<file path="config.mk">
export PLATFORM = sky130hd
export DESIGN_NAME = priority_encoder_seq
export DESIGN_NICKNAME = d
export VERILOG_FILES = /design/src/rtl/priority_encoder_seq.sv
export SDC_FILE = /design/constraint.sdc
export NUM_CORES = 1
export LEC_CHECK = 0
export ABC_AREA = 1
export CAP_MARGIN = 20
export CORE_AREA = 2 2 39 41
export CTS_BUF_LIST = sky130_fd_sc_hd__clkbuf_16
export CTS_CLUSTER_SIZE = 12
export DETAILED_ROUTE_END_ITERATION = 16
export DIE_AREA = 0 0 41 43
export GPL_ROUTABILITY_DRIVEN = 0
export PLACE_DENSITY = 0.58
export SKIP_LAST_GASP = 1
export SLEW_MARGIN = 15
export SYNTH_ARGS = -nofsm -noshare
export SYNTH_HDL_FRONTEND = slang
export SYNTH_SLANG_ARGS = --single-unit
</file>
<file path="constraint.sdc">
create_clock -name clk -period 0.86 [get_ports clk]
set_input_delay 0.129 -clock clk [delete_from_list [all_inputs] [get_ports clk]]
set_output_delay 0.129 -clock clk [all_outputs]
set_load 0.01 [all_outputs]
</file>
<file path="src/rtl/priority_encoder_seq.sv">
// Registered priority encoder with a one-entry valid/ready output stage.
// The multi-hot error check is built only when ENC_MULTIHOT_CHECK_EN is defined.
module priority_encoder_seq #(
    parameter  int N    = 8,
    parameter  int MODE = 0,
    localparam int W    = $clog2(N)
) (
    input  logic         clk,
    input  logic         rst_n,
    input  logic         in_valid,
    output logic         in_ready,
    input  logic [N-1:0] req,
    output logic         out_valid,
    input  logic         out_ready,
    output logic [W-1:0] y,
    output logic         none,
    output logic         err
);

    typedef enum logic {
        EMPTY = 1'b0,
        FULL  = 1'b1
    } state_t;

    state_t         r_state;
    logic [W-1:0]   r_y;
    logic           r_none;
    logic [W-1:0]   r_ptr;

    logic           w_accept;
    logic           w_none;
    logic [N-1:0]   w_mask;
    logic [N-1:0]   w_hi;
    logic [N-1:0]   w_sel;
    logic [W-1:0]   w_idx;
    logic [W-1:0]   w_next;

    assign in_ready  = (r_state == EMPTY) || out_ready;
    assign w_accept  = in_valid && in_ready;
    assign w_none    = ~|req;
    assign out_valid = (r_state == FULL);
    assign y         = r_y;
    assign none      = r_none;

    // Round-robin: search bits at or above ptr first, then fall back to the
    // lowest set bit overall, which is the wrap-around part of the search.
    always_comb begin
        w_mask = '0;
        for (int i = 0; i < N; i++) begin
            w_mask[i] = (MODE == 1) ? (i >= int'(r_ptr)) : 1'b1;
        end
        w_hi  = req & w_mask;
        w_sel = (|w_hi) ? w_hi : req;
        w_idx = '0;
        for (int i = N - 1; i >= 0; i--) begin
            if (w_sel[i]) begin
                w_idx = W'(i);
            end
        end
    end

    assign w_next = (w_idx == W'(N - 1)) ? '0 : w_idx + W'(1);

`ifdef ENC_MULTIHOT_CHECK_EN
    logic r_err;
    logic w_multi;

    // Clearing the lowest set bit leaves something only if two or more were set.
    assign w_multi = |(req & (req - N'(1)));
    assign err     = r_err;
`else
    assign err     = 1'b0;
`endif

    always_ff @(posedge clk or negedge rst_n) begin
        if (!rst_n) begin
            r_state <= EMPTY;
            r_y     <= '0;
            r_none  <= 1'b0;
            r_ptr   <= '0;
`ifdef ENC_MULTIHOT_CHECK_EN
            r_err   <= 1'b0;
`endif
        end else begin
            if (w_accept) begin
                r_state <= FULL;
                r_y     <= w_idx;
                r_none  <= w_none;
`ifdef ENC_MULTIHOT_CHECK_EN
                r_err   <= w_multi;
`endif
                if ((MODE == 1) && !w_none) begin
                    r_ptr <= w_next;
                end
            end else if (out_ready) begin
                r_state <= EMPTY;
            end
        end
    end

endmodule

</file>
==> results by group <==
Route
  – DRT met1 WL: 283 µm
  – Final antenna-violating net count: 0
  – WL met3: 74 µm
  – Routed WL per cell: 8.04 µm
  – DR WL met2: 358 µm
  – Vias/cell: 3.89
  – Drc violations: 0
  – Final wirelength: 716 µm
  – DR top layer: met3
  – Via count: 346
  – Initial drt markers: 3
  – DR pass1 iterations: 2

Placed design
  – HPWL after detailed placement: 544 µm
  – Pre-CTS WS: -497 ps
  – IO buf count: 17

Timing
  – Final Skew: 1.10 ps
  – Final Setup Violations: 9
  – Minimum clock period: 1030 ps
  – FMAX: 972 MHz
  – Max-slew violations: 0
  – Fin. Hold Viols: 0
  – RSZ-0062 raised after global routing: yes
  – Setup TNS: -761 ps
  – Fin crit share: 120%
  – Final worst slack: -168 ps
  – Hold WS: 132 ps

Layout
  – Finished Core Util: 46.7%
  – Number of fill cells in the layout: 151
  – Diodes inserted: 0
  – FF/Latch Area: 125 µm²
  – Layout Nets: 86
  – Layout cells sized above 1: 35.6%
  – Synth-to-layout area growth: 109%
  – Footprint of the multi-input gates: 148 µm²

Pwr
  – Combinational share of power: 19.8%
  – P_sw: 0.000246 W
  – P_leak: 0.357 nW
  – Power per cell area: 1940 mW/mm²
  – Max VDD drop: 0.689 mV
  – Switch share: 19.6%
  – Clock network fraction of total power: 58.7%
  – Sequential power share: 21.5%
  – Pint: 0.00101 W
  – Pwr Total: 0.00125 W

Floorplan
  – Die area: 0.00176 mm²
  – Die X: 41 µm
  – # rows: 14
  – Starting density of the core: 22.3%
  – Die Ht: 43 µm
  – Core ar.: 0.00138 mm²
  – IO Pins: 19

Yosys
  – Cell Area, Synth: 309 µm²
  – Post-synthesis adder-cell area fraction: 0%
  – Register area share after synthesis: 40.5%
  – Yosys top cell area share: 40.5%
  – Cell variety after synth: 12
  – Avg Inst Size Synth: 7.19 µm²
  – Synthesized Nets: 55
  – Synthesized flop and latch total: 5
  – Synth Area in XOR/XNOR: 0%
  – Post-Syn Instances: 43
  – Simple-Gate Fraction of Synth Area: 38.9%
  – Largest family of logic cells by synthesized area: simple AND/OR/NAND/NOR gates
  – YS warnings: 0
  – Synth area leaders: dfrtp_1, nand2_1, inv_1, nand2_4, nor3_4
  – Mux contribution to synthesized area: 0%
  – Compound-Gate Fraction of Synth Area: 6.07%
  – Post-synth top area cell: dfrtp_1

Flow run
  – Total of max-cap violations: 0

Critical path
  – Top cell by count, worst path: nand2_4
  – Slowest CP cell: dfrtp_1
  – Worst EP required: 1010 ps
  – Worst Path Arrival: 1180 ps
  – CP Class: flop to flop
  – RR Startpoint: out_valid
  – R2R depth: 6
  – Critical path launch point type: flop
  – CP Capture Type: flop
  – CP peak stage delay: 390 ps
  – Worst r2r dst: none
  – Peak fanout along the critical path: 3
  – CP cell instances: nand2_4 -> buf_6 -> nand2_4 -> nor3_4 -> nand2_1 -> o21ai_2
  – Setup slack, reg-to-reg: -170 ps

Clock tree
  – Clock buffer depth: 2
  – Cts bufs inserted: 3
  – CTS tree: yes
  – Cts hold-fix bufs: 0
  – Reg clk slew, reported paths: 30 ps
  – Htree depth: 1
  – CTS sink count: 5
  – Root Driver: clkbuf_16
  – Clock latency on the worst-skew pair: 220 ps

Global route
  – Global-route wire length before repair: 1.19 mm
  – Largest net degree at the start of global routing: 6
  – Vias in the first global route: 341
  – Initial antenna violation count: 0
  – Grt total ovfl: 0
  – GRT Total Usage: 9.87%

Run status
  – Status: complete, but fails checks
  – Failing checks: setup timing

Worst hold path
  – Class of the worst hold path: primary input to asynchronous set/reset pin
==> cell type report <==
type / count / share of cell area (%)
Timing Repair Buffer: 27 / 37.2
Multi-Input combinational cell: 28 / 22.9
Sequential cell: 5 / 19.4
Clock buffer: 3 / 11.6
Inverter: 9 / 5.23
Tap cell: 16 / 3.10
Clock inverter: 1 / 0.581
==> cell usage after synthesis, drive strengths merged <==
cell type and number:
a21oi 1, buf 1, conb 1, dfrtp 5
inv 9, nand2 18, nand3 2, nor2 3
nor3 1, o21ai 2
==> logic make-up (layout without fill, tap and decap cells) <==
| kind of cell | after synthesis | count (layout) |
|---|---|---|
| compound gates | 3 | 3 |
| buf+inv | 10 | 40 |
| flops | 5 | 5 |
| other cells | 1 | 1 |
| simple gates | 24 | 24 |
==> power groups by stage <==
stage | sequential, W | clock [W] | combinational [W]
after floorplan | 0.000279 | 0 | 0.0000661
after global placement | 0.000269 | 0 | 0.000214
after detailed placement | 0.000269 | 0 | 0.000215
after CTS | 0.000267 | 0.000744 | 0.000225
after global routing | 0.000273 | 0.000769 | 0.000274
final | 0.000270 | 0.000735 | 0.000248
==> routing by layer <==
metal  global-route usage [%]  vias to the layer above
li1                         -                      183
met2                     18.1                       13
met3                     4.71                        0
met5                        0                        -
met1                     9.09                      150
met4                     2.00                        0
==> critical path, delay by kind of cell, from the launching register on <==
| family | cells | cell delay [ps] |
|---|---|---|
| and+or+nand+nor | 4 | 360 |
| buffers and inverters | 1 | 100 |
| AOI/OAI and AO/OA | 1 | 100 |
| DFF | 1 | 390 |
==> placed cells by master (no fill, tap or decap), types with 2 or more instances in the layout <==
master | synthesis | routed
buf_4 | 1 | 8
inv_1 | 9 | 9
dfrtp_1 | 5 | 5
nand2_2 | 0 | 2
nand2_1 | 16 | 14
clkdlybuf4s50_1 | 0 | 10
buf_6 | 0 | 5
clkbuf_16 | 0 | 3
nand2_4 | 2 | 2
buf_2 | 0 | 3
nand3_1 | 2 | 2
nor2_1 | 3 | 3
==> flip-flops by register name (all words and copies together), names as in the netlist <==
register and cells:
none 1, out_valid 1, y 3
==> metrics by stage <==
step / cell area, µm² / instances
after floorplan: 309 / 43
after global placement: 529 / 80
after detailed placement: 529 / 80
after CTS: 609 / 86
after global routing: 646 / 89
final: 646 / 89
==> how the worst max path moves through the flow <==
| stage | startpoint | endpoint | slack, ps | cells past startpoint |
|---|---|---|---|---|
| floorplan | out_valid | none | -110 | 5 |
| global placement | out_ready | in_ready | -490 | 4 |
| detailed placement | out_ready | in_ready | -500 | 4 |
| CTS | out_valid | in_ready | -190 | 2 |
| global route | out_valid | none | -260 | 6 |
| finish | out_valid | none | -170 | 6 |
==> repair_timing <==
item	in CTS	in global routing
endpoints found under the setup margin	11	11
setup buffers	2	3
gates resized for setup	28	6
hold endpoints to repair	0	0
pin swaps	1	1
(Power assumes the default switching activity.)
